File: src/rtl/ps2_key_event_decoder.sv
// PS/2 set-2 scancode parser producing make/break events into a show-ahead FIFO.
// Also tracks a held-key bitmap for a table of game keys.
module ps2_key_event_decoder #(
    parameter int unsigned FIFO_DEPTH = 8,
    parameter int unsigned NUM_KEYS = 8,
    // Entry i = {ext, code} in bits [9i+8:9i]; msb->lsb up, down, left, right, W, A, S, D
    parameter logic [9*NUM_KEYS-1:0] KEY_TABLE = {9'h175, 9'h172, 9'h16B, 9'h174,
                                                  9'h01D, 9'h01C, 9'h01B, 9'h023},
    parameter bit SUPPRESS_REPEAT = 1'b1
) (
    input  logic                              clk,
    input  logic                              reset,
    input  logic                              key_en,
    input  logic [7:0]                        key_data,
    output logic                              ev_valid,
    input  logic                              ev_ready,
    output logic [7:0]                        ev_code,
    output logic                              ev_ext,
    output logic                              ev_make,
    output logic [4:0]                        ev_key,
    output logic [NUM_KEYS-1:0]               held,
    output logic [7:0]                        keycode,
    output logic                              key_make,
    output logic                              key_ext,
    output logic [$clog2(FIFO_DEPTH+1)-1:0]   ev_count,
    output logic                              overflow
);

    localparam int unsigned PW = $clog2(FIFO_DEPTH);
    localparam int unsigned CW = $clog2(FIFO_DEPTH + 1);

    typedef enum logic [2:0] {StIdle, StExt, StBrk, StExtBrk, StSkip} state_e;

    state_e              state_q, state_d;
    logic [2:0]          skip_q, skip_d;
    logic                fire, fire_ext, fire_make;
    logic                hit, already;
    logic [4:0]          idx;
    logic [NUM_KEYS-1:0] mask;
    logic [NUM_KEYS-1:0] held_q;
    logic                push_req, do_push, pop, full;
    logic [PW-1:0]       wr_q, rd_q;
    logic [CW-1:0]       count_q;
    logic [14:0]         mem_q [FIFO_DEPTH];
    logic [7:0]          keycode_q;
    logic                key_make_q, key_ext_q, overflow_q;

    always_comb begin
        state_d   = state_q;
        skip_d    = skip_q;
        fire      = 1'b0;
        fire_ext  = 1'b0;
        fire_make = 1'b0;
        if (key_en) begin
            unique case (state_q)
                StIdle: begin
                    if (key_data == 8'hE0) state_d = StExt;
                    else if (key_data == 8'hF0) state_d = StBrk;
                    else if (key_data == 8'hE1) begin
                        state_d = StSkip;
                        skip_d  = 3'd7;
                    end else if (!(key_data inside {8'h00, 8'hAA, 8'hEE, 8'hFA, 8'hFE,
                                                    8'hFF})) begin
                        fire      = 1'b1;
                        fire_make = 1'b1;
                    end
                end
                StExt: begin
                    if (key_data == 8'hF0) state_d = StExtBrk;
                    else if (key_data == 8'hE1) begin
                        state_d = StSkip;
                        skip_d  = 3'd7;
                    end else if (key_data != 8'hE0) begin
                        fire      = 1'b1;
                        fire_ext  = 1'b1;
                        fire_make = 1'b1;
                        state_d   = StIdle;
                    end
                end
                StBrk: begin
                    if (key_data == 8'hE0) state_d = StExtBrk;
                    else if (key_data != 8'hF0) begin
                        fire    = 1'b1;
                        state_d = StIdle;
                    end
                end
                StExtBrk: begin
                    if (key_data != 8'hF0 && key_data != 8'hE0) begin
                        fire     = 1'b1;
                        fire_ext = 1'b1;
                        state_d  = StIdle;
                    end
                end
                StSkip: begin
                    if (skip_q == 3'd1) state_d = StIdle;
                    else skip_d = skip_q - 3'd1;
                end
                default: state_d = StIdle;
            endcase
        end
    end

    // Descending scan so the lowest matching index is the one left standing.
    always_comb begin
        hit     = 1'b0;
        already = 1'b0;
        idx     = 5'h1F;
        mask    = '0;
        for (int i = NUM_KEYS - 1; i >= 0; i--) begin
            if (KEY_TABLE[9*i +: 9] == {fire_ext, key_data}) begin
                hit     = 1'b1;
                already = held_q[i];
                idx     = 5'(i);
                mask    = '0;
                mask[i] = 1'b1;
            end
        end
    end

    assign full     = (count_q == CW'(FIFO_DEPTH));
    assign pop      = ev_valid & ev_ready;
    assign push_req = fire & ~(SUPPRESS_REPEAT & fire_make & hit & already);
    assign do_push  = push_req & (~full | pop);

    always_ff @(posedge clk) begin
        if (reset) begin
            state_q    <= StIdle;
            skip_q     <= '0;
            held_q     <= '0;
            wr_q       <= '0;
            rd_q       <= '0;
            count_q    <= '0;
            keycode_q  <= '0;
            key_make_q <= 1'b0;
            key_ext_q  <= 1'b0;
            overflow_q <= 1'b0;
            for (int i = 0; i < FIFO_DEPTH; i++) mem_q[i] <= '0;
        end else begin
            state_q <= state_d;
            skip_q  <= skip_d;
            if (fire) begin
                keycode_q  <= key_data;
                key_make_q <= fire_make;
                key_ext_q  <= fire_ext;
                if (hit) held_q <= fire_make ? (held_q | mask) : (held_q & ~mask);
            end
            if (push_req && full && !pop) overflow_q <= 1'b1;
            if (do_push) begin
                mem_q[wr_q] <= {key_data, fire_ext, fire_make, idx};
                wr_q        <= wr_q + 1'b1;
            end
            if (pop) rd_q <= rd_q + 1'b1;
            if (do_push && !pop) count_q <= count_q + 1'b1;
            else if (!do_push && pop) count_q <= count_q - 1'b1;
        end
    end

    assign {ev_code, ev_ext, ev_make, ev_key} = mem_q[rd_q];
    assign ev_valid = (count_q != '0);
    assign ev_count = count_q;
    assign held     = held_q;
    assign keycode  = keycode_q;
    assign key_make = key_make_q;
    assign key_ext  = key_ext_q;
    assign overflow = overflow_q;

endmodule

File: config.mk
export PLATFORM = sky130hd
export DESIGN_NAME = ps2_key_event_decoder
export DESIGN_NICKNAME = d
export VERILOG_FILES = /design/src/rtl/ps2_key_event_decoder.sv
export SDC_FILE = /design/constraint.sdc
export NUM_CORES = 1
export LEC_CHECK = 0
export BUFFER_PORTS_ARGS = -buffer_cell sky130_fd_sc_hd__buf_4
export CORE_ASPECT_RATIO = 1.75
export CORE_MARGIN = 2
export CORE_UTILIZATION = 51
export DETAILED_ROUTE_END_ITERATION = 16
export PLACE_DENSITY = 0.7
export RECOVER_POWER = 50
export SLEW_MARGIN = 20
export SYNTH_ARGS = -nofsm -noshare
export SYNTH_HDL_FRONTEND = slang
export SYNTH_SLANG_ARGS = --single-unit
export TNS_END_PERCENT = 20
File: constraint.sdc
create_clock -name clk -period 5.13 [get_ports clk]
set_clock_uncertainty 0.2 [all_clocks]
set_input_delay 1.539 -clock clk [delete_from_list [all_inputs] [get_ports clk]]
set_output_delay 1.539 -clock clk [all_outputs]
set_load 0.005 [all_outputs]
==> results of run 1 <==
kinds of logic (layout without fill, tap and decap cells):
kind of cell,after synthesis,count (layout)
buffers and inverters,64,124
adder cells (fa/ha/maj),8,8
flip-flops,150,150
XOR/XNOR,6,6
AO/OA/AOI/OAI,63,63
multiplexers,59,59
AND/OR/NAND/NOR,245,245
sequential cells by signal (all words and copies together) (netlist names), named ones only:
name      count
mem_q       112
rd_q          3
overflow      1
keycode       8
ev_count      4
key_ext       1
key_make      1
skip_q        3
wr_q          3
state_q       3
per-stage QoR:
| step | worst slack [ns] | total power, mW | instances | hold WS (ns) |
|---|---|---|---|---|
| 2_1_floorplan | 0.387 | 2.07 | 595 | 0.254 |
| 3_3_place_gp | 0.192 | 2.34 | 803 | 0.267 |
| 3_5_place_dp | 0.117 | 2.36 | 803 | 0.283 |
| 4_1_cts | 0.572 | 3.59 | 835 | 0.293 |
| 5_1_grt | 0.188 | 3.69 | 835 | 0.314 |
| 6_report | 0.380 | 3.54 | 835 | 0.290 |
cells in the mapped netlist (2+ instances only):
master	n
and3_1	74
ha_1	7
nor4bb_1	2
buf_2	10
or3_1	4
o21ai_1	3
nor4_1	4
nand2b_1	6
o211ai_2	2
mux2_2	15
nor2_1	48
buf_6	9
nand2_1	19
nor3b_1	3
dfxtp_1	38
xnor2_1	2
a21oi_1	14
nor3_1	49
nand4b_1	2
clkbuf_1	30
mux4_2	28
nand3_1	9
mux2i_1	16
a22oi_1	2
nand3b_1	4
a21o_1	10
buf_1	3
xor2_1	4
o21ai_0	12
a31oi_1	3
inv_1	10
edfxtp_1	112
nor2b_1	3
o211ai_1	4
nor3_4	3
or2_2	2
nand4_1	4
how the worst max path moves through the flow:
| stage | slack [ns] | depth (start not counted) | to | startpoint |
|---|---|---|---|---|
| global placement | 0.19 | 15 | ev_count[3] | key_data[0] |
| finish | 0.38 | 10 | mem_q[7][3] | key_data[1] |
| CTS | 0.57 | 15 | ev_count[3] | key_data[0] |
| detailed placement | 0.12 | 15 | ev_count[3] | key_data[0] |
| global route | 0.19 | 10 | mem_q[7][3] | key_data[0] |
| floorplan | 0.39 | 16 | ev_count[3] | key_data[3] |
layout by cell type, fill, tap and decap left out, drive strengths merged, types with 3 or more instances in the layout:
| cell | count |
|---|---|
| mux2i | 16 |
| nand4 | 4 |
| nor2 | 48 |
| and3 | 75 |
| nor3b | 4 |
| nand2 | 19 |
| mux4 | 28 |
| nor2b | 3 |
| a21o | 10 |
| o21ai | 15 |
| nor3 | 52 |
| a21oi | 15 |
| edfxtp | 112 |
| nand3b | 4 |
| or3 | 4 |
| xor2 | 4 |
| clkinv | 6 |
| nand3 | 9 |
| buf | 43 |
| mux2 | 15 |
| inv | 18 |
| nand2b | 6 |
| ha | 7 |
| o211ai | 6 |
| nor4 | 4 |
| a31oi | 3 |
| dfxtp | 38 |
| clkbuf | 55 |
report_power, final:
part | internal, mW | switching [mW]
logic | 0.421 | 0.427
registers | 1.40 | 0.0554
clock network | 0.690 | 0.543
total | 2.51 | 1.03
per-layer routing:
layer | track usage | part of all wire
met1 | 0.269 | 0.37
met2 | 0.430 | 0.55
met3 | 0.0387 | 0.045
met4 | 0.114 | 0.038
met5 | 0 | 0
cell type report:
| cell class | count | area, um^2 |
|---|---|---|
| fillers | 1151 | 5780 |
| multi-input cells | 381 | 2910 |
| clock inverters | 15 | 163 |
| repair buffers | 81 | 631 |
| inverters | 11 | 41.3 |
| well taps | 180 | 225 |
| flip-flops and latches | 150 | 4120 |
| clock buffers | 17 | 425 |
worst max-delay path, stage by stage:
cell      delay [ns]
buf_4           0.18
or4b_1          0.61
nor3_4          0.22
a21oi_1         0.09
o211ai_1        0.30
clkbuf_1        0.76
a41oi_1         0.29
nand3_1         0.19
clkbuf_2        0.39
nor3_1          0.12
==> run_results.csv, run 1 <==
group,metric,value,unit
yosys,synth_xor_area_frac,0.00711,
grt,grt_pass1_vias,5191,
drt,routedWlPerCell,21.0,um
final_layout,areaGrowthSynthToFinish,15.2,%
outcome,violations,"capacitance limit, slew limit",
worst_setup_path,r2r_slack,1.36,ns
final_layout,post-route-util,0.596,
clocking,clkTransAtPathRegs,0.07,ns
place,place_area,0.00801,mm^2
final_layout,antenna-diode-count,0,
sta,timing.final.crit_share,0.926,
grt,grt_start_max_net_pins,48,
yosys,synthFlopType,"edfxtp_1",
drt,firstDrtPassIters,5,
clocking,holdBufCountCts,0,
floorplan,die_h,163,um
place,gp_congestion,0.859,
final_layout,drive_above_1_share,0.237,
worst_setup_path,crit_type,"in -> reg",
outcome,status,"finished with violations",
yosys,synth_top_family_by_area,"simple AND/OR/NAND/NOR gates",
grt,grt-ovfl-total,0,
floorplan,die_w,95.0,um
worst_setup_path,reg2reg_to,"ev_count[3]",
clocking,htreeDepth,4,
yosys,synthMuxAreaShare,0.130,
worst_hold_path,hold_depth,2,
power_and_ir_drop,power_density,415,mW/mm^2
power_and_ir_drop,ir_drop,0.234,mV
clocking,clk_latency,0.42,ns
yosys,yosys.area_share.simple,0.186,
yosys,synth.distinct_cells,62,
clocking,post_cts_buffers,0,
drt,vias,5101,
sta,setup_viol,0,
clocking,clockBufferDepth,2,
yosys,synthesis.instances,595,
clocking,cts.sinks,150,
drt,initialDrtViolationCount,367,
worst_hold_path,hp-class,"reg -> reg",
sta,fmax,211,MHz
yosys,syn_nets,615,
sta,tns,0,ns
sta,hold_violations,0,
clocking,cts_tree,"built",
yosys,yosysTopAreaCell,"edfxtp_1",
grt,antenna_found_initial,0,
floorplan,dieArea,0.0155,mm^2
yosys,avgSynthCellArea,12.4,um^2
worst_setup_path,arrival,4.69,ns
drt,drc,0,
floorplan,core,0.0143,mm^2
drt,drtAntennaViolNets,0,
final_layout,finish.instance_area,0.00852,mm^2
sta,fin_crit,4.75,ns
yosys,synth_compound_area_frac,0.0606,
drt,drt-total-wl,17500,um
worst_setup_path,startpoint_type,"primary input",
place,io_buffers,50,
yosys,ys_ff_latch,150,
clocking,cts_resized,0,
grt,grt_pass1_wl,27700,um
clocking,clockRootBuffer,"clkbuf_16",
yosys,synth.area.top_cells,"edfxtp_1 45%, dfxtp_1 10%, mux4_2 8.5%",
clocking,numCtsBuffers,17,
sta,slew_headroom,-0.429,
worst_setup_path,crit_required,5.07,ns
worst_setup_path,cp-end-kind,"register",
floorplan,io_pins,51,
flow_run,cap_violations,1,
yosys,postSynth.asyncResetShare,0,
place,dpl.hpwl,11800,um
worst_setup_path,ff2ff_path_depth,14,
sta,tightest_slew,2.14,ns
worst_hold_path,min_from,"rd_q[1]",
yosys,synth_area,0.00739,mm^2
floorplan,start_util,0.517,
yosys,synth_adder_area_share,0.0146,
grt,grt_usage,0.239,
worst_setup_path,timing.rr.start,"state_q[2]",
drt,vias_per_cell,6.11,
yosys,ys_warn_count,0,
power_and_ir_drop,p_leak,3.38,nW
yosys,synth_edf_count,112,
yosys,synth_seq_area_share,0.558,
yosys,synth_top_area_frac,0.455,
sta,drv_slew,48,
sta,rsz0062_at_grt,"false",
floorplan,num_rows,58,
final_layout,nets,662,
worst_setup_path,crit_path_max_fanout,23,
(Power assumes the default switching activity.)
==> run 2, diff against run 1 <==
Clock period 5.13 ns to 4.4 ns, I/O delays scaled along.
==> run 2 against run 1 <==
  * The run still ends with capacitance limit, slew limit left
  * Routed wire length decreased by 1.8%
  * Via count rose by 0.63%
  * Clock-buffer cell count unchanged
  * Cell area rose by 2.5%
  * Combinational power grew 22%
  * Power rose by 16%
  * Setup slack got worse by 0.12 ns
  * Non-clock buffer count is 28 higher
  * Largest cell class unchanged
==> run_results.csv, run 2 (synthesis gave the netlist of run 1 again) <==
group,metric,value,unit
sta,tightest_slew,2.12,ns
worst_setup_path,cp-end-kind,"register",
power_and_ir_drop,p_clk_frac,0.334,
clocking,holdBufCountCts,0,
drt,drc,0,
grt,antenna_found_initial,0,
final_layout,nets,690,
sta,drv_slew,48,
power_and_ir_drop,p_switching,1.20,mW
worst_setup_path,arrival,4.08,ns
final_layout,fillers,1126,
drt,vias_per_cell,5.95,
final_layout,areaGrowthSynthToFinish,18.1,%
drt,vias,5133,
grt,grt_pass1_wl,27400,um
worst_setup_path,crit_chain,"clkbuf_1, or4b_1, nor3_4, a21oi_2, clkbuf_4, o211ai_2, clkbuf_1, a41oi_4, nand3_1, buf_4, nor3_1",
sta,timing.final.crit_share,0.941,
power_and_ir_drop,p_leak,3.50,nW
worst_setup_path,crit_required,4.34,ns
worst_setup_path,crit_type,"in -> reg",
flow_run,cap_violations,1,
power_and_ir_drop,power_frac_seq,0.413,
worst_setup_path,max_stage_delay,0.81,ns
final_layout,drive_above_1_share,0.284,
drt,drt-total-wl,17200,um
grt,grt_pass1_vias,5450,
place,dpl.hpwl,12000,um
place,gp_congestion,0.821,
power_and_ir_drop,power.internal,2.91,mW
clocking,cts_tree,"built",
floorplan,start_util,0.517,
clocking,htreeDepth,4,
sta,slew_headroom,-0.416,
drt,routedWlPerCell,19.9,um
worst_setup_path,cp.depth,11,
worst_setup_path,startpoint_type,"primary input",
worst_setup_path,timing.rr.start,"state_q[2]",
grt,grt_start_max_net_pins,48,
outcome,status,"finished with violations",
drt,drtAntennaViolNets,0,
power_and_ir_drop,power_density,470,mW/mm^2
clocking,clk_latency,0.42,ns
floorplan,dieArea,0.0155,mm^2
final_layout,post-route-util,0.611,
floorplan,die_w,95.0,um
grt,grt_usage,0.237,
power_and_ir_drop,comb_power_share,0.253,
worst_setup_path,crit_path_max_fanout,20,
worst_setup_path,ff2ff_path_depth,14,
sta,rsz0062_at_grt,"false",
final_layout,top_register,"mem_q",
grt,grt-ovfl-total,0,
clocking,cts_resized,0,
worst_setup_path,cp-startpoint,"key_data[1]",
floorplan,core,0.0143,mm^2
power_and_ir_drop,ir_drop,0.295,mV
worst_hold_path,hp-class,"reg -> reg",
clocking,clkTransAtPathRegs,0.07,ns
final_layout,antenna-diode-count,0,
clocking,numCtsBuffers,17,
place,io_buffers,50,
sta,fin_crit,4.14,ns
final_layout,final_cell_mix,"112 x edfxtp_1, 74 x and3_1, 71 x buf_4",
clocking,clockRootBuffer,"clkbuf_16",
clocking,clockBufferDepth,2,
worst_hold_path,min_from,"key_ext",
worst_setup_path,crit_family,"buffers and inverters",
drt,firstDrtPassIters,4,
clocking,post_cts_buffers,0,
worst_setup_path,crit_slowest_cell,"clkbuf_1",
outcome,violations,"capacitance limit, slew limit",
worst_setup_path,r2r_slack,0.94,ns
place,place_area,0.00823,mm^2
power_and_ir_drop,swShare,0.292,
sta,setup_viol,0,
floorplan,die_h,163,um
place,pre_cts_slack,-0.0541,ns
final_layout,largest_reg_flops,112,
final_layout,finish.instance_area,0.00873,mm^2
power_and_ir_drop,total_power,4.10,mW
drt,initialDrtViolationCount,360,
sta,hold_violations,0,
worst_setup_path,crit_path_end,"mem_q[0][3]",
floorplan,io_pins,51,
clocking,cts.sinks,150,
worst_setup_path,timing.critical_path.buf_inv,4,
floorplan,num_rows,58,
worst_setup_path,cp_common_cell,"clkbuf_1",
final_layout,final_common_cell,"edfxtp_1",
worst_setup_path,reg2reg_to,"ev_count[3]",
sta,fmax,241,MHz
sta,fin_ws,0.259,ns
## run 2: cell types whose count changed in the layout (fill, tap and decap cells not counted), sizes merged
cell      change
bufinv        -1
clkbuf        -4
buf          +32
clkinvlp      +2
clkinv        -1
## run 2: stage by stage
stage | setup TNS, ns | instances | hold slack, ns
after global routing | 0 | 863 | 0.309
after CTS | 0 | 863 | 0.294
after detailed placement | -0.0541 | 831 | 0.277
after global placement | 0 | 831 | 0.264
final | 0 | 863 | 0.288
after floorplan | -0.0583 | 595 | 0.254
## run 2: worst register-to-register path, stage by stage, from the launching register on
cell and delay (ns):
dfxtp_1 0.55, nand3b_1 0.22, nand4b_1 0.14, or4_1 0.53, nand2_1 0.12, a41o_4 0.25, nor2_4 0.05, ha_4 0.17
inv_2 0.06, ha_1 0.22, a21o_1 0.17, a21oi_2 0.14, xnor2_1 0.10, or3_1 0.30, a21oi_1 0.12
## run 2: worst min path at each step
stage          slack (ns)  cells past startpoint  endpoint
2_1_floorplan        0.25                      2  register
3_3_place_gp         0.26                      2   rd_q[1]
3_5_place_dp         0.28                      2   key_ext
4_1_cts              0.29                      2   key_ext
5_1_grt              0.31                      2  register
6_report             0.29                      2   key_ext
## run 2: layout make-up
cell class	count	area, um^2	share of cell area
flip-flops and latches	150	4130	0.473
multi-input cells	381	2960	0.340
repair buffers	109	812	0.0930
clock buffers	17	425	0.0487
well taps	180	225	0.0258
clock inverters	15	135	0.0155
inverters	11	41.3	0.00473
## run 2: per-layer routing
layer / vias up / wire [um] / global-route usage
li1: 2415 / - / -
met1: 2526 / 6230 / 0.256
met2: 151 / 9690 / 0.430
met3: 41 / 651 / 0.0429
met4: 0 / 611 / 0.121
met5: - / 0 / 0
## run 2: power by group through the flow
stage / combinational (mW) / sequential [mW] / clock, mW
2_1_floorplan: 0.727 / 1.71 / 0
3_3_place_gp: 1.05 / 1.72 / 0
3_5_place_dp: 1.07 / 1.72 / 0
4_1_cts: 1.07 / 1.69 / 1.39
5_1_grt: 1.14 / 1.70 / 1.45
6_report: 1.04 / 1.69 / 1.37
==> run 3, diff against run 2 <==
Settings changed: CELL_PAD_IN_SITES_DETAIL_PLACEMENT from default to 0, CELL_PAD_IN_SITES_GLOBAL_PLACEMENT from default to 1, CORE_UTILIZATION 51 to 50, PLACE_DENSITY 0.7 to 0.81.
==> run 3 against run 2 <==
  * Clock-buffer cell count did not move
  * Global-route usage rose by 0.26 points
  * Via count fell by 1.3%
  * Clock power barely moved
  * The run still ends with capacitance limit, slew limit left
  * Non-clock buffer count fell by 8
  * Register-to-register slack got worse by 0.08 ns
  * Routed wire length rose by 1.9%
  * Sequential power barely moved
  * Power fell by 0.58%
  * Setup slack improved by 0.037 ns
  * Critical path type unchanged
  * Die area rose by 1.9%
  * Sequential share of layout area rose by 0.22 points
==> run_results.csv, run 3 (synthesis gave the netlist of run 1 again) <==
group,metric,value,unit
worst_setup_path,crit_family,"simple AND/OR/NAND/NOR gates",
power_and_ir_drop,p_switching,1.19,mW
worst_setup_path,r2r_slack,0.86,ns
floorplan,num_rows,58,
sta,slew_headroom,-0.368,
grt,grt-ovfl-total,0,
outcome,status,"finished with violations",
drt,firstDrtPassIters,5,
sta,fin_crit,4.10,ns
sta,setup_viol,0,
power_and_ir_drop,power_frac_seq,0.421,
worst_hold_path,min_to,"key_ext",
floorplan,core,0.0144,mm^2
place,io_buffers,50,
worst_setup_path,crit_required,4.52,ns
grt,grtUsageMet2,0.437,
clocking,post_cts_buffers,0,
grt,use_met1,0.277,
worst_hold_path,hold_depth,2,
worst_setup_path,ff2ff_path_depth,14,
final_layout,antenna-diode-count,0,
drt,drt-total-wl,17500,um
power_and_ir_drop,power_density,470,mW/mm^2
flow_run,cap_violations,1,
worst_setup_path,crit_path_max_fanout,4,
clocking,clockRootBuffer,"clkbuf_16",
clocking,htreeDepth,4,
worst_hold_path,min_from,"key_ext",
clocking,holdBufCountCts,0,
worst_setup_path,cp.depth,16,
sta,timing.final.crit_share,0.933,
place,dpl.cell_count,823,
power_and_ir_drop,power.internal,2.89,mW
floorplan,start_util,0.512,
final_layout,drive_above_1_share,0.270,
clocking,clockBufferDepth,2,
floorplan,io_pins,51,
grt,top_usage_layer,"met2",
final_layout,largest_reg_flops,112,
sta,fmax,244,MHz
clocking,cts_resized,0,
final_layout,multiInputGateArea,0.00294,mm^2
final_layout,nets,682,
drt,initialDrtViolationCount,407,
grt,grt_start_max_net_pins,48,
worst_setup_path,arrival,4.23,ns
final_layout,final_cell_mix,"112 x edfxtp_1, 74 x and3_1, 59 x buf_4",
power_and_ir_drop,swShare,0.291,
worst_setup_path,timing.critical_path.buf_inv,3,
drt,drtAntennaViolNets,0,
sta,drv_slew,48,
final_layout,areaGrowthSynthToFinish,17.5,%
grt,grt_pass1_wl,27800,um
worst_setup_path,cp_common_cell,"a21oi_2",
power_and_ir_drop,p_clk_frac,0.330,
worst_setup_path,startpoint_type,"primary input",
power_and_ir_drop,p_leak,3.46,nW
worst_setup_path,reg2reg_to,"ev_count[3]",
worst_setup_path,max_stage_delay,0.59,ns
worst_setup_path,timing.rr.start,"state_q[2]",
worst_setup_path,crit_type,"in -> reg",
worst_setup_path,crit_slowest_cell,"or4b_1",
final_layout,fin_cells,854,
clocking,clkTransAtPathRegs,0.07,ns
drt,vias_per_cell,5.93,
worst_setup_path,cp-end-kind,"register",
floorplan,die_w,95.9,um
sta,holdWs,0.290,ns
clocking,clk_latency,0.42,ns
worst_setup_path,crit_chain,"buf_4, or4b_1, nor3_4, a21oi_2, clkbuf_4, o211ai_1, a41o_4, nor2_4, ha_4, inv_2, ha_1, a21o_1, a21oi_2, xnor2_1, or3_1, a21oi_1",
floorplan,die_h,165,um
drt,vias,5064,
clocking,numCtsBuffers,17,
final_layout,seqCellArea,0.00412,mm^2
final_layout,top_register,"mem_q",
drt,routedWlPerCell,20.5,um
place,dpl.hpwl,11900,um
worst_hold_path,hp-class,"reg -> reg",
power_and_ir_drop,comb_power_share,0.250,
power_and_ir_drop,ir_drop,0.295,mV
grt,grt_usage,0.239,
final_layout,final_common_cell,"edfxtp_1",
sta,tightest_slew,2.05,ns
grt,grt_pass1_vias,5166,
final_layout,fillers,1183,
grt,antenna_found_initial,0,
place,gp_congestion,0.833,
outcome,violations,"capacitance limit, slew limit",
sta,hold_violations,0,
drt,drc,0,
clocking,cts.sinks,150,
clocking,cts_tree,"built",
sta,rsz0062_at_grt,"false",
grt,globalRouteMet3Util,0.0360,
floorplan,dieArea,0.0158,mm^2
[run 3: changes by cell type in the layout (fill, tap and decap cells not counted), sizes merged]
cell      change
buf           -9
clkinv        -3
clkinvlp      +2
clkbuf        +1
[run 3: worst max path at each step]
| stage | startpoint | end |
|---|---|---|
| after floorplan | key_data[3] | ev_count[3] |
| after global placement | key_data[1] | ev_count[3] |
| after detailed placement | key_data[1] | ev_count[3] |
| after CTS | key_data[1] | ev_count[3] |
| after global routing | key_data[1] | ev_count[3] |
| final | key_data[1] | ev_count[3] |
[run 3: metal layers]
layer  up-vias  routed length [um]
li1       2408                   -
met1      2504                6660
met2       125                9830
met3        27                 623
met4         0                 390
met5         -                   0
[run 3: stage by stage]
stage	TNS, ns	area (um^2)	power, mW	setup WS, ns	utilization
after global routing	0	8680	4.27	0.115	0.601
after global placement	0	8210	2.76	0.0179	0.568
final	0	8680	4.08	0.296	0.601
after floorplan	-0.0583	7420	2.43	-0.0583	-
after detailed placement	-0.0382	8210	2.79	-0.0382	0.568
after CTS	0	8750	4.13	0.392	0.606
[run 3: worst min-delay path, cell delays in order (launching register included)]
cell	delay, ns
dfxtp_1	0.33
a21oi_1	0.06
nor2_1	0.07
[run 3: power groups by stage]
stage / Combinational [mW] / Sequential (mW) / Clock (mW)
finish: 1.02 / 1.72 / 1.35
global route: 1.12 / 1.73 / 1.42
CTS: 1.05 / 1.72 / 1.37
detailed placement: 1.04 / 1.75 / 0
global placement: 1.02 / 1.74 / 0
floorplan: 0.727 / 1.71 / 0
[run 3: area by class of cell]
type                    instances  area share
inverters                      11     0.00475
flip-flops and latches        150       0.475
clock inverters                14      0.0134
repair buffers                101      0.0935
multi-input cells             381       0.339
clock buffers                  17      0.0490
well taps                     180      0.0259
